File: config.mk
export PLATFORM = sky130hd
export DESIGN_NAME = clock_reconfig_sequencer_flat
export DESIGN_NICKNAME = d
export VERILOG_FILES = /design/src/rtl/clock_reconfig_sequencer_if.sv /design/src/rtl/clock_reconfig_sequencer.sv /design/src/flat_wrapper.sv
export SDC_FILE = /design/constraint.sdc
export NUM_CORES = 1
export LEC_CHECK = 0
export ABC_AREA = 0
export CORE_ASPECT_RATIO = 0.6
export CORE_MARGIN = 5
export CORE_UTILIZATION = 35
export CTS_CLUSTER_SIZE = 20
export DETAILED_ROUTE_END_ITERATION = 7
export GPL_ROUTABILITY_DRIVEN = 0
export MAX_ROUTING_LAYER = met4
export PLACE_DENSITY = 0.5
export SYNTH_ARGS = -nofsm -noshare
export SYNTH_HDL_FRONTEND = slang
export SYNTH_SLANG_ARGS = --single-unit
File: constraint.sdc
create_clock -name clock -period 5.9 [get_ports clock]
set_input_delay 1.475 -clock clock [delete_from_list [all_inputs] [get_ports clock]]
set_output_delay 1.475 -clock clock [all_outputs]
set_load 0.01 [all_outputs]
File: src/rtl/clock_reconfig_sequencer_if.sv
// ---------------------------------------------------------------------------
// clock_reconfig_sequencer_if
//
// Purpose:
//   Bundles the signals that the clock reconfiguration sequencer exchanges
//   with the rest of the video system. These are the mode-change request from
//   the mode selector, the PLL lock status, the ICS644 S-pin drive, the PLL
//   reset, the video output enable and the status flags.
//
// Signals:
//   config_changed   mode selector -> sequencer, 1-cycle new-mode pulse
//   clock_config_in  mode selector -> sequencer, requested ICS644 S setting
//   pll_locked       PLL -> sequencer, lock (already synchronised)
//   clock_config_S   sequencer -> ICS644 S pins
//   pll_reset        sequencer -> PLL areset (active high)
//   output_enable    sequencer -> HDMI output, 1 = live, 0 = blanked
//   busy             sequencer status, 1 whenever not in normal running
//   fault            sequencer status, 1 when lock could not be achieved
//
// Modports:
//   master  the environment side (mode selector / PLL / output stage)
//   slave   the sequencer itself
// ---------------------------------------------------------------------------
interface clock_reconfig_sequencer_if;
    logic       config_changed;
    logic [3:0] clock_config_in;
    logic       pll_locked;
    logic [3:0] clock_config_S;
    logic       pll_reset;
    logic       output_enable;
    logic       busy;
    logic       fault;

    modport master (
        output config_changed,
        output clock_config_in,
        output pll_locked,
        input  clock_config_S,
        input  pll_reset,
        input  output_enable,
        input  busy,
        input  fault
    );

    modport slave (
        input  config_changed,
        input  clock_config_in,
        input  pll_locked,
        output clock_config_S,
        output pll_reset,
        output output_enable,
        output busy,
        output fault
    );
endinterface

File: src/rtl/clock_reconfig_sequencer.sv
// ---------------------------------------------------------------------------
// clock_reconfig_sequencer
//
// Purpose:
//   Sequences a video clock change. The video output is blanked first. Then
//   the ICS644 S pins are programmed and the synthesizer is given time to
//   settle. After that the downstream PLL is reset and its lock is qualified,
//   and finally the output is unblanked. A lock that does not arrive in time
//   is retried a limited number of times. After the last retry a fault is
//   latched until the next mode change.
//
// Ports:
//   clock    system clock
//   reset_n  synchronous active-low reset
//   bus      clock_reconfig_sequencer_if.slave (see interface header)
//
// Parameters:
//   BLANK_CYCLES, SETTLE_CYCLES, PLL_RST_CYCLES, LOCK_TIMEOUT, STABLE_CYCLES
//     durations in clock cycles, each in the range 1 .. 2^24-1
//   MAX_RETRIES
//     lock retries before FAULT, in the range 0 .. 3
// ---------------------------------------------------------------------------
module clock_reconfig_sequencer #(
    parameter int unsigned BLANK_CYCLES   = 1024,
    parameter int unsigned SETTLE_CYCLES  = 65536,
    parameter int unsigned PLL_RST_CYCLES = 64,
    parameter int unsigned LOCK_TIMEOUT   = 1048576,
    parameter int unsigned STABLE_CYCLES  = 4096,
    parameter int unsigned MAX_RETRIES    = 3
) (
    input  logic                         clock,
    input  logic                         reset_n,
    clock_reconfig_sequencer_if.slave    bus
);

    typedef enum logic [2:0] {
        RUN,
        BLANK,
        PROGRAM,
        SETTLE,
        PLL_RST,
        WAIT_LOCK,
        STABLE,
        FAULT
    } state_t;

    // Each timed state loads N-1 on entry, so it lasts exactly N cycles.
    localparam logic [23:0] BLANK_LOAD   = 24'(BLANK_CYCLES - 1);
    localparam logic [23:0] SETTLE_LOAD  = 24'(SETTLE_CYCLES - 1);
    localparam logic [23:0] PLL_RST_LOAD = 24'(PLL_RST_CYCLES - 1);
    localparam logic [23:0] TIMEOUT_LOAD = 24'(LOCK_TIMEOUT - 1);
    localparam logic [23:0] STABLE_LOAD  = 24'(STABLE_CYCLES - 1);
    localparam logic [1:0]  RETRY_LIMIT  = 2'(MAX_RETRIES);

    state_t      state;
    logic [23:0] counter;
    logic [1:0]  retries;
    logic [3:0]  config_s;
    // Packed as {pll_reset, output_enable, busy, fault}.
    logic [3:0]  out_flags;

    // The output flags are a pure function of the state being entered. They
    // are written on the same edge as the state, which keeps the outputs
    // registered and aligned with the state change.
    function automatic logic [3:0] flags_for(input state_t s);
        case (s)
            RUN:                    flags_for = 4'b0100;
            PROGRAM, SETTLE,
            PLL_RST:                flags_for = 4'b1010;
            FAULT:                  flags_for = 4'b0011;
            default:                flags_for = 4'b0010;
        endcase
    endfunction

    // Main sequencer. A config_changed pulse during any in-progress step
    // (BLANK through STABLE) has priority over timers and lock events. It
    // restarts at PROGRAM so that the newest requested setting is latched.
    // The output is already blanked in those states, so no new blank period
    // is needed. The counter only decrements while it is non-zero, so it
    // never wraps.
    always_ff @(posedge clock) begin
        if (!reset_n) begin
            state     <= PROGRAM;
            counter   <= '0;
            retries   <= '0;
            config_s  <= 4'h0;
            out_flags <= flags_for(PROGRAM);
        end else if (bus.config_changed && state != RUN && state != FAULT) begin
            state     <= PROGRAM;
            counter   <= '0;
            out_flags <= flags_for(PROGRAM);
        end else begin
            case (state)
                RUN: begin
                    if (bus.config_changed) begin
                        state     <= BLANK;
                        counter   <= BLANK_LOAD;
                        out_flags <= flags_for(BLANK);
                    end else if (!bus.pll_locked) begin
                        state     <= WAIT_LOCK;
                        counter   <= TIMEOUT_LOAD;
                        retries   <= '0;
                        out_flags <= flags_for(WAIT_LOCK);
                    end
                end
                BLANK: begin
                    if (counter == '0) begin
                        state     <= PROGRAM;
                        out_flags <= flags_for(PROGRAM);
                    end else begin
                        counter <= counter - 24'd1;
                    end
                end
                PROGRAM: begin
                    config_s  <= bus.clock_config_in;
                    retries   <= '0;
                    state     <= SETTLE;
                    counter   <= SETTLE_LOAD;
                    out_flags <= flags_for(SETTLE);
                end
                SETTLE: begin
                    if (counter == '0) begin
                        state     <= PLL_RST;
                        counter   <= PLL_RST_LOAD;
                        out_flags <= flags_for(PLL_RST);
                    end else begin
                        counter <= counter - 24'd1;
                    end
                end
                PLL_RST: begin
                    if (counter == '0) begin
                        state     <= WAIT_LOCK;
                        counter   <= TIMEOUT_LOAD;
                        out_flags <= flags_for(WAIT_LOCK);
                    end else begin
                        counter <= counter - 24'd1;
                    end
                end
                WAIT_LOCK: begin
                    if (bus.pll_locked) begin
                        state     <= STABLE;
                        counter   <= STABLE_LOAD;
                        out_flags <= flags_for(STABLE);
                    end else if (counter == '0) begin
                        if (retries < RETRY_LIMIT) begin
                            state     <= PLL_RST;
                            counter   <= PLL_RST_LOAD;
                            retries   <= retries + 2'd1;
                            out_flags <= flags_for(PLL_RST);
                        end else begin
                            state     <= FAULT;
                            out_flags <= flags_for(FAULT);
                        end
                    end else begin
                        counter <= counter - 24'd1;
                    end
                end
                STABLE: begin
                    if (!bus.pll_locked) begin
                        state     <= WAIT_LOCK;
                        counter   <= TIMEOUT_LOAD;
                        out_flags <= flags_for(WAIT_LOCK);
                    end else if (counter == '0) begin
                        state     <= RUN;
                        out_flags <= flags_for(RUN);
                    end else begin
                        counter <= counter - 24'd1;
                    end
                end
                FAULT: begin
                    if (bus.config_changed) begin
                        state     <= BLANK;
                        counter   <= BLANK_LOAD;
                        out_flags <= flags_for(BLANK);
                    end
                end
                default: begin
                    state     <= PROGRAM;
                    counter   <= '0;
                    out_flags <= flags_for(PROGRAM);
                end
            endcase
        end
    end

    assign bus.clock_config_S = config_s;
    assign bus.pll_reset      = out_flags[3];
    assign bus.output_enable  = out_flags[2];
    assign bus.busy           = out_flags[1];
    assign bus.fault          = out_flags[0];

endmodule

File: src/flat_wrapper.sv
// flat-port wrapper written by rule: the top's interface ports become plain ports
module clock_reconfig_sequencer_flat 
#(
    parameter int unsigned BLANK_CYCLES   = 1024,
    parameter int unsigned SETTLE_CYCLES  = 65536,
    parameter int unsigned PLL_RST_CYCLES = 64,
    parameter int unsigned LOCK_TIMEOUT   = 1048576,
    parameter int unsigned STABLE_CYCLES  = 4096,
    parameter int unsigned MAX_RETRIES    = 3
)
  (clock, reset_n, bus_config_changed, bus_clock_config_in, bus_pll_locked, bus_clock_config_S, bus_pll_reset, bus_output_enable, bus_busy, bus_fault);
  clock_reconfig_sequencer_if bus_i ();
  input  logic clock;
  input  logic reset_n;
  input wire logic [$bits(bus_i.config_changed)-1:0] bus_config_changed;
  input wire logic [$bits(bus_i.clock_config_in)-1:0] bus_clock_config_in;
  input wire logic [$bits(bus_i.pll_locked)-1:0] bus_pll_locked;
  output wire logic [$bits(bus_i.clock_config_S)-1:0] bus_clock_config_S;
  output wire logic [$bits(bus_i.pll_reset)-1:0] bus_pll_reset;
  output wire logic [$bits(bus_i.output_enable)-1:0] bus_output_enable;
  output wire logic [$bits(bus_i.busy)-1:0] bus_busy;
  output wire logic [$bits(bus_i.fault)-1:0] bus_fault;
  assign bus_i.config_changed = bus_config_changed;
  assign bus_i.clock_config_in = bus_clock_config_in;
  assign bus_i.pll_locked = bus_pll_locked;
  assign bus_clock_config_S = bus_i.clock_config_S;
  assign bus_pll_reset = bus_i.pll_reset;
  assign bus_output_enable = bus_i.output_enable;
  assign bus_busy = bus_i.busy;
  assign bus_fault = bus_i.fault;
  clock_reconfig_sequencer #(.BLANK_CYCLES(BLANK_CYCLES), .SETTLE_CYCLES(SETTLE_CYCLES), .PLL_RST_CYCLES(PLL_RST_CYCLES), .LOCK_TIMEOUT(LOCK_TIMEOUT), .STABLE_CYCLES(STABLE_CYCLES), .MAX_RETRIES(MAX_RETRIES)) u_core (.clock(clock), .reset_n(reset_n), .bus(bus_i));
endmodule
# Yosys cells after proc, flatten, opt, wreduce, memory -nomap -nowiden
# Cells that the tools add are included.
classes:
  addsub: 2
  order_cmp: 1
  eq_ne: 22
  mux: 40
  n_bitwise: 2
  n_reduce_logical: 13
op_table:
  columns: ["operator", "count"]
  rows:
  - ["two-way mux 24 bit", 10]
  - ["one-hot mux 24 bit (8 select lines)", 1]
  - ["two-way mux 4 bit", 10]
  - ["two-way mux 3 bit", 10]
  - ["one-hot mux 4 bit (7 select lines)", 1]
  - ["logical NOT 24 bit", 1]
  - ["one-hot mux 3 bit (8 select lines)", 1]
  - ["subtractor 24 x 1 -> 24 bit, second input constant", 1]
  - ["AND reduction 7 bit", 2]
  - ["== test 3 bit, second input constant", 4]
  - ["two-way mux 2 bit", 6]
  - ["inequality test 2 x 1 -> 1 bit, second input constant", 6]
  - ["inequality test 2 bit, second input constant", 4]
  - ["== test 3 x 2 -> 1 bit, second input constant", 2]
  - ["inequality test 3 x 2 -> 1 bit, second input constant", 2]
  - ["inequality test 3 bit, second input constant", 2]
  - ["one-hot mux 2 bit (3 select lines)", 1]
  - ["AND reduction 6 bit", 1]
  - ["nonzero test 3 bit", 2]
  - ["inequality test 4 bit, second input constant", 1]
  - ["OR reduction 2 bit", 2]
  - ["== test 3 x 1 -> 1 bit, second input constant", 1]
  - ["logical NOT 3 bit", 1]
  - ["AND reduction 3 bit", 1]
  - ["5 further kinds", 7]
word_totals:
  regBits: 37
  inputBits: 8
  out_inout_bits: 8
  word_cells: 85

# Depth between registers and ports, before layout
# Gate-level depths: netlist of run 1.
logic_depth:
  depth_word: 5
  mapped_depth: 12
  depth_no_buf: 11

# Least setup slack after synthesis of run 1
# OpenSTA, ideal clock, no wires.
synth_timing:
  path_kind: "input port to flip-flop"
  startpoint: "in bus_pll_locked"
  endpoint: "reg u_core.state[1]"
  setup_time_ps: 134
  arrival_time_ps: 2948
  t_required_ps: 5766
  setup_slack_ps: 2818
  stages: 7
  n_path_buf: 1
  path_cell_list: "clkbuf_1 -> or2_2 -> a21oi_1 -> o22ai_2 -> nand2_1 -> nor4_1 -> or4_1"
synth_via:
  elab_chain_cells: 2
  elab_cells_between_ends: 7
  cone_classes: "eq/ne (3); mux (3); reduce/logical (1)"
synth_lines:
  columns: ["item", "line_no", "source"]
  rows:
  - ["from (decl)", "flat_wrapper.sv:17", "input wire logic [$bits(bus_i.pll_locked)-1:0] bus_pll_locked;"]
  - ["inequality test 3 x 2 -> 1 bit (no line) (tied with other cells)", null, null]
  - ["AND reduction 7 bit (no line) / one-hot mux 3 bit (8 select lines) (equally long branches)", null, null]
  - ["to (signal assigned)", "clock_reconfig_sequencer.sv:83", "state <= PROGRAM;"]
  - ["to (signal assigned)", "clock_reconfig_sequencer.sv:89", "state <= PROGRAM;"]
  - ["to (signal assigned)", "clock_reconfig_sequencer.sv:96", "state <= BLANK;"]
  - ["to (decl)", "clock_reconfig_sequencer.sv:55", "state_t state;"]
# Parallel ways exist; a longest one is shown, timed or not.
# A chain may end at the register's enable or synchronous reset.

# Worst setup path after layout of run 1
layout_timing:
  startpoint: "in bus_pll_locked"
  endpoint: "reg u_core.counter[17]"
layout_via:
  elab_chain_cells: 2
  elab_cells_between_ends: 6
  cone_classes: "eq/ne (2); mux (3); reduce/logical (1)"
layout_lines:
  columns: ["item", "line_no", "source"]
  rows:
  - ["two-way mux 24 bit (tied with other cells)", "clock_reconfig_sequencer.sv:159", "if (!bus.pll_locked) begin"]
  - ["one-hot mux 24 bit (8 select lines) / AND reduction 3 bit (equally long branches)", null, null]
  - ["to (signal assigned)", "clock_reconfig_sequencer.sv:111", "counter <= counter - 24'd1;"]
  - ["to (signal assigned)", "clock_reconfig_sequencer.sv:155", "counter <= counter - 24'd1;"]
  - ["to (signal assigned)", "clock_reconfig_sequencer.sv:167", "counter <= counter - 24'd1;"]
  - ["to (decl)", "clock_reconfig_sequencer.sv:56", "logic [23:0] counter;"]
# Parallel ways exist; a longest one is shown, timed or not.

==> results.txt, run 1 <==
Max Clock Skew - 0.00838 ns
Die W - 119 µm
Syn nets - 347
Core Box Area - 6820 µm²
Final Max Tran Viols - 0
Final setup viols - 0
Largest net degree at the start of global routing - 21
Max Buffers Root-to-Sink - 2
Final Critical Period - 3.64 ns
Mean Syn Cell Area - 7.48 µm²
Synth top area share - 29.6%
Startpoint Class - input port
Post-Place Setup Slack - 2.01 ns
Post-route cell area - 2850 µm²
Yosys cell types - 59
Cts hold-fix bufs - 0
Number of global-route vias before repair - 2370
IO Pins - 16
First drt pass iteration count - 5
Synthesized area - 2510 µm²
Crit. End Element - flip-flop
Die Footprint - 9010 µm²
Maximum vdd drop - 114 µV
Worst hold path depth - 2
Number of flops mapped to enable cells by yosys - 0
R2r setup slk - 2.42 ns
DRC - 0
Fillers - 716
Reg2reg end - u_core.counter[0]
Clk root buf - clkbuf_16
Global-route wire length before repair - 13.0 mm
Die Y - 75.5 µm
Area grow syn2layout - 13.7%
Postcts setup bufs - 0
Synth area leader - dfxtp_1
Starting Density - 36.7%
H-tree depth - 2
CP arrival - 3.83 ns
Slew headroom - 37.3%
Layout cells sized above 1 - 7.02%
Initial DRC Count - 300
Sequential share of the synthesized area - 29.6%
Max Cap Violations - 0
Fin crit share - 61.6%
Outcome - completed
Vias per std cell - 6.07
Row count - 23
Cts repair resizes - 0
Tot GR Track Use - 19.0%
DP Area - 2710 µm²
Critical path class - input port to flip-flop
CTS buffer count - 5
Min setup slack post-route - 2.26 ns
HP Class - flip-flop to flip-flop
Hold wc startpoint - u_core.out_flags[2]
Tot Pwr - 0.700 mW
Ys flop type - dfxtp_1
Critical Path RT - 6.09 ns
Final hold vios - 0
Final ANT Viol Nets - 0
Leak - 0.992 nW
CTS tree - built
Grt ovf - 0
Synth async-reset ratio - 0%
Setup TNS Final - 0 ns
Port buffer count - 15
Worst Hold End - u_core.out_flags[2]
Clock Latency Late Sink - 0.29 ns
Power density cells - 246 nW/µm²
Synth Warn # - 0
Routed wire length - 7.98 mm
Initial antenna violation count - 0
Via count - 2606
FMAX - 0.275 GHz
Clock Sinks - 37
Worst reg2reg path startpoint - u_core.counter[13]
RSZ-0062 raised after global routing - no
Post-DP HPWL - 5.91 mm
FF-to-FF path depth - 10
Synth Instances - 335
Critical path peak fanout - 17
Clock transition at path regs - 0.06 ns
Slew @ Worst Pin - 0.940 ns
Ant diodes - 0
#FFs+latches synth - 37
Wirelength per Cell - 18.6 µm
Synth area leaders - dfxtp_1, o21ai_0, a21oi_1
Final #Nets - 354
[area by class of cell]
| cell class | count | area [µm²] | area share [%] |
|---|---|---|---|
| multi-input cells | 268 | 1640 | 57.7 |
| repair buffers | 17 | 165 | 5.80 |
| flip-flops and latches | 37 | 741 | 26.0 |
| clock buffers | 7 | 143 | 5.01 |
| well taps | 87 | 109 | 3.82 |
| inverters | 13 | 48.8 | 1.71 |
[sequential cells by signal, indices dropped and copies added (netlist names)]
name                       count
u_core.bus.clock_config_S      4
u_core.counter                24
u_core.out_flags               4
u_core.retries                 2
u_core.state                   3
[cell usage in the layout, fill, tap and decap left out, types with 3 or more instances in the layout]
master / Yosys / layout
nand2_1: 34 / 34
or3_1: 4 / 4
clkdlybuf4s50_1: 0 / 15
a21oi_1: 27 / 27
nand2b_1: 3 / 3
o21ai_0: 38 / 38
clkbuf_16: 0 / 5
mux2i_1: 6 / 6
a221oi_1: 7 / 7
a211oi_1: 4 / 4
ha_1: 4 / 4
or4_1: 3 / 3
inv_1: 12 / 12
o21a_1: 3 / 3
nor4_1: 10 / 10
o211ai_1: 5 / 5
nand3_1: 10 / 10
nand4_1: 4 / 4
nor2_1: 25 / 25
o22ai_1: 3 / 3
dfxtp_1: 37 / 37
and2_1: 3 / 3
nor3_1: 17 / 17
xor2_1: 4 / 4
xnor2_1: 3 / 3
or2_2: 3 / 3
nor2b_1: 7 / 7
a21o_1: 4 / 4
[kinds of logic (layout without fill, tap and decap cells)]
logic type,Yosys count,count (layout),synth area share (%)
muxes,8,8,3.30
and+or+nand+nor,135,135,28.8
buffers and inverters,30,37,4.89
adders and majority gates,4,4,2.00
AOI/OAI and AO/OA,114,114,29.1
DFF,37,37,29.6
xor gates and xnor gates,7,7,2.45
[worst max-delay path by stage]
| stage | startpoint | endpoint |
|---|---|---|
| after global routing | bus_pll_locked | u_core.counter[16] |
| after detailed placement | bus_pll_locked | u_core.counter[17] |
| after global placement | bus_pll_locked | u_core.state[1] |
| after floorplan | bus_pll_locked | u_core.state[1] |
| final | bus_pll_locked | u_core.counter[17] |
| after CTS | bus_pll_locked | u_core.counter[17] |
[critical path, stage by stage]
cell             delay [ns]
clkdlybuf4s50_1        0.61
nor2b_1                0.32
nand2_1                0.13
a21o_1                 0.21
o21a_1                 0.55
o21ai_0                0.22
a221oi_1               0.31
[through the flow]
stage	hold WS (ns)	util [%]	cells
floorplan	0.453	-	335
global placement	0.460	39.7	422
detailed placement	0.458	39.7	422
CTS	0.466	41.8	429
global route	0.521	41.8	429
finish	0.458	41.8	429
[cell usage after synthesis (6+ instances only)]
| master | n |
|---|---|
| nand3_1 | 10 |
| clkbuf_1 | 14 |
| nand2_1 | 34 |
| a21oi_1 | 27 |
| nor3_1 | 17 |
| nor2_1 | 25 |
| inv_1 | 12 |
| nor4_1 | 10 |
| o21ai_0 | 38 |
| a221oi_1 | 7 |
| mux2i_1 | 6 |
| nor2b_1 | 7 |
| dfxtp_1 | 37 |
[layer usage]
metal,vias to the layer above,GRT usage [%],wire [µm]
met2,100,23.5,2900
met4,0,4.88,82
met5,-,-,0
met1,1227,27.8,4240
li1,1270,-,-
met3,9,7.20,761
[report_power, final]
part           internal [mW]  switching, mW  leakage [nW]
Clock                  0.166          0.106        0.0700
Sequential             0.263         0.0211         0.303
Combinational         0.0561         0.0883         0.619
(Power assumes the default switching activity.)
==> run 2: changes to the inputs <==
- clock period: 5.9 -> 3.66 ns (I/O delays scaled with it)
==> run 2 against run 1 <==
- total power up 71%
- design area increased by 2.5%
- critical path depth did not move
- via count up 1.5%
- die area stayed put
- combinational power grew 71%
- highest routed layer unchanged
==> results.txt, run 2 (synthesized netlist as in run 1, its figures left out) <==
Critical path peak fanout - 12
Die W - 119 µm
Grt ovf - 0
Vias per std cell - 6.07
Final Hold Slack - 0.469 ns
Outcome - completed
RSZ-0062 raised after global routing - no
Global-route wire length before repair - 13.7 mm
Cts hold-fix bufs - 0
Met2 WL post-DR - 2.97 mm
Max Clock Skew - 0.0110 ns
Top reg by flops - u_core.counter
Ant diodes - 0
Power share of the combinational group - 20.5%
Wirelength per Cell - 19.0 µm
Final #Nets - 361
Setup TNS Final - 0 ns
Min setup slack post-route - 0.590 ns
Number of global-route vias before repair - 2437
Fin crit share - 83.9%
Clock power share - 41.5%
CP arrival - 3.24 ns
Initial antenna violation count - 0
Max Buffers Root-to-Sink - 2
IO Pins - 16
Clock Latency Late Sink - 0.29 ns
Sequential share of power - 38.0%
Slowest cell on crit path - clkdlybuf4s50_1
Initial DRC Count - 282
Clock Sinks - 37
Most common cell on crit path - nand2_1
Max Used Layer - met4
Power density cells - 411 nW/µm²
Final setup viols - 0
Crit-path cells - clkdlybuf4s50_1, nor2b_1, nand2_1, a21o_1, nand2_1, nor4_1, or4_1
Buf/Inv on CP - 1
Clk root buf - clkbuf_16
Critical Path RT - 3.83 ns
Maximum vdd drop - 329 µV
Max Cap Violations - 0
Routed wl met3 - 641 µm
First drt pass iteration count - 5
Final cell count without fillers - 436
CTS buffer count - 5
Die Footprint - 9010 µm²
CP delay by family, top - simple AND/OR/NAND/NOR gates
Post-Place Setup Slack - 0.367 ns
Fillers - 710
Port buffer count - 15
Most frequent cells in the layout - o21ai_0, dfxtp_1, nand2_1
DRC - 0
Starting Density - 36.7%
Sw frac - 30.0%
Postcts setup bufs - 0
Internal - 0.841 mW
Area grow syn2layout - 16.5%
Routed wire length - 8.27 mm
Layout cells sized above 1 - 9.17%
Final Critical Period - 3.07 ns
Critical path's largest stage delay - 0.70 ns
Crit. End Element - flip-flop
Leading cell type in the layout, fill and taps excluded - o21ai_0
Max FFs per register - 24
Dpl cells - 429
Leak - 1.04 nW
Slew @ Worst Pin - 0.702 ns
Final Max Tran Viols - 0
Die Y - 75.5 µm
Tot GR Track Use - 20.4%
Core Box Area - 6820 µm²
Startpoint Class - input port
Largest net degree at the start of global routing - 21
Sw Pwr - 0.360 mW
Slew headroom - 53.2%
CTS tree - built
H-tree depth - 2
Critical path class - input port to flip-flop
FMAX - 0.326 GHz
WL met1 - 4.57 mm
Final ANT Viol Nets - 0
HP Class - flip-flop to flip-flop
Row count - 23
Cts repair resizes - 0
Final hold vios - 0
Post-DP HPWL - 6.20 mm
Clock transition at path regs - 0.06 ns
Via count - 2645
run 2: cell count changes in the layout (fill, tap and decap cells not counted), sizes merged:
cell    delta
clkbuf     -2
buf        +7
clkinv     +1
bufinv     +1
run 2: power by group through the flow:
stage | registers, mW | clock network [mW] | logic, mW
finish | 0.456 | 0.498 | 0.246
CTS | 0.455 | 0.506 | 0.243
detailed placement | 0.465 | 0 | 0.242
global route | 0.461 | 0.531 | 0.274
global placement | 0.464 | 0 | 0.244
floorplan | 0.454 | 0 | 0.173
run 2: per-layer routing:
metal / GRT usage [%] / vias to the layer above
met5: - / -
met4: 6.29 / 0
met3: 5.27 / 10
met2: 23.1 / 100
met1: 32.6 / 1248
li1: - / 1287
run 2: worst paths after layout:
kind,from,to,slack [ns],cells after the start
max,bus_pll_locked,u_core.state[1],0.59,7
min,u_core.out_flags[2],u_core.out_flags[2],0.47,2
max reg2reg,u_core.counter[8],u_core.counter[13],0.77,8
min reg2reg,u_core.out_flags[2],u_core.out_flags[2],0.47,2
run 2: worst min-delay path, delay by kind of cell, from the launching register on:
kind | cells | cell delay, ns
compound gates | 1 | 0.05
flops | 1 | 0.32
simple gates | 1 | 0.05
run 2: layout make-up:
type | instances | area, µm² | area share, %
multi-input cells | 268 | 1640 | 56.3
clock buffers | 5 | 125 | 4.29
clock inverters | 2 | 35.0 | 1.20
well taps | 87 | 109 | 3.73
repair buffers | 24 | 218 | 7.46
inverters | 13 | 48.8 | 1.67
flip-flops and latches | 37 | 741 | 25.4
run 2: through the flow:
stage | util, % | power (mW) | cell area, µm²
after floorplan | - | 0.626 | 2510
after global placement | 40.5 | 0.708 | 2760
after detailed placement | 40.5 | 0.707 | 2760
after CTS | 42.8 | 1.21 | 2920
after global routing | 42.8 | 1.27 | 2920
final | 42.8 | 1.20 | 2920
==> run 3: changes to the inputs <==
- PLACE_DENSITY: 0.5 -> 0.52
- clock period: 3.66 -> 2.8 ns (I/O delays scaled with it)
==> run 3 against run 2 <==
- global-route usage decreased by 0.26 points
- register-to-register slack lost 0.60 ns
- clock skew is 0.0050 ns lower
- sequential power grew 30%
- critical path depth grew 2
- wire length is 1.2% higher
- first-iteration DRC count is 7.4% lower
- non-clock buffer count rose by 21
- setup slack got worse by 0.42 ns
- clock-buffer cell count rose by 1
==> results.txt, run 3 (synthesized netlist as in run 1, its figures left out) <==
RSZ-0062 raised after global routing - no
Postcts setup bufs - 0
Crit. End Element - flip-flop
Critical path class - flip-flop to flip-flop
Initial antenna violation count - 0
Final Hold Slack - 0.458 ns
Leading cell type in the layout, fill and taps excluded - o21ai_0
Power density cells - 493 nW/µm²
Core Box Area - 6820 µm²
Routed wire length - 8.38 mm
Slew headroom - 56.7%
Clock transition at path regs - 0.06 ns
Vias per std cell - 5.84
IO Pins - 16
CTS tree - built
Max Clock Skew - 0.00597 ns
Max Cap Violations - 0
CP arrival - 2.86 ns
Die W - 119 µm
Layout cells sized above 1 - 14.3%
Final #Nets - 382
Slew @ Worst Pin - 0.645 ns
Top reg by flops - u_core.counter
Max FFs per register - 24
Port buffer count - 15
Global-route wire length before repair - 13.5 mm
Tot GR Track Use - 20.2%
Maximum vdd drop - 208 µV
HP Class - flip-flop to flip-flop
Final Max Tran Viols - 0
Wirelength per Cell - 18.3 µm
Die Footprint - 9010 µm²
Ant diodes - 0
Startpoint Class - flip-flop
DRC - 0
Fillers - 700
Starting Density - 36.7%
DP Area - 2920 µm²
First drt pass iteration count - 4
Row count - 23
Post-route cell area - 3060 µm²
CTS buffer count - 5
Area grow syn2layout - 21.9%
Most frequent cells in the layout - o21ai_0, dfxtp_1, nand2_1
Critical Path RT - 3.02 ns
Clock Sinks - 37
Slowest cell on crit path - or3b_2
Cts repair resizes - 0
Grt ovf - 0
Final ANT Viol Nets - 0
Fin crit share - 94.0%
Final Critical Period - 2.63 ns
Final hold vios - 0
FMAX - 0.380 GHz
Critical path's largest stage delay - 0.50 ns
Clock Latency Late Sink - 0.29 ns
Outcome - completed
Clk root buf - clkbuf_16
Setup TNS Final - 0 ns
Cts hold-fix bufs - 0
H-tree depth - 2
Max Buffers Root-to-Sink - 2
Via count - 2677
Initial DRC Count - 261
Leak - 1.13 nW
Crit-path cells - inv_1, ha_1, or3b_2, or3_2, nor4_1, buf_4, nand2_1, or3_1, a21oi_1
Final setup viols - 0
Die Y - 75.5 µm
Critical path peak fanout - 4
Post-DP HPWL - 6.31 mm
Number of global-route vias before repair - 2498
Largest net degree at the start of global routing - 20
[run 3: power by group]
group	switching, mW	internal, mW	leakage, nW
Clock	0.232	0.327	0.0706
Combinational	0.205	0.150	0.754
Sequential	0.0367	0.554	0.303
Total	0.474	1.03	1.13
[run 3: critical path, delay by kind of cell (launching register included)]
| kind | cells | cell delay, ns |
|---|---|---|
| adder cells (fa/ha/maj) | 1 | 0.19 |
| buffers and inverters | 2 | 0.29 |
| flip-flops | 1 | 0.34 |
| AND/OR/NAND/NOR | 5 | 1.60 |
| AO/OA/AOI/OAI | 1 | 0.14 |
[run 3: path summary, 6_finish.rpt]
path              depth (start not counted)             endpoint                 from  slack, ns
setup / recovery                          9   u_core.counter[20]    u_core.counter[0]       0.17
hold / removal                            2  u_core.out_flags[2]  u_core.out_flags[2]       0.46
setup reg to reg                          9   u_core.counter[20]    u_core.counter[0]       0.17
hold reg to reg                           2  u_core.out_flags[2]  u_core.out_flags[2]       0.46
[run 3: stage by stage]
step	utilization (%)	instances	setup WS [ns]	power [mW]
after floorplan	-	335	0.203	0.819
after global placement	42.8	450	0.132	0.947
after detailed placement	42.8	450	0.0757	0.948
after CTS	44.8	458	0.208	1.51
after global routing	44.8	458	0.0935	1.58
final	44.8	458	0.167	1.50
[run 3: cell type report]
cell class	count	area (µm²)	area share, %
Inverter	13	48.8	1.60
Tap cell	87	109	3.56
Sequential cell	37	741	24.2
Clock inverter	2	10.0	0.328
Multi-Input combinational cell	268	1640	53.8
Clock buffer	6	129	4.22
Timing Repair Buffer	45	375	12.3
[run 3: per-layer routing]
| layer | GRT usage (%) | share of wire [%] | vias to the layer above |
|---|---|---|---|
| met2 | 23.2 | 35 | 97 |
| li1 | - | - | 1331 |
| met5 | - | 0 | - |
| met4 | 7.32 | 1.6 | 0 |
| met1 | 30.8 | 55 | 1238 |
| met3 | 6.45 | 8.2 | 11 |
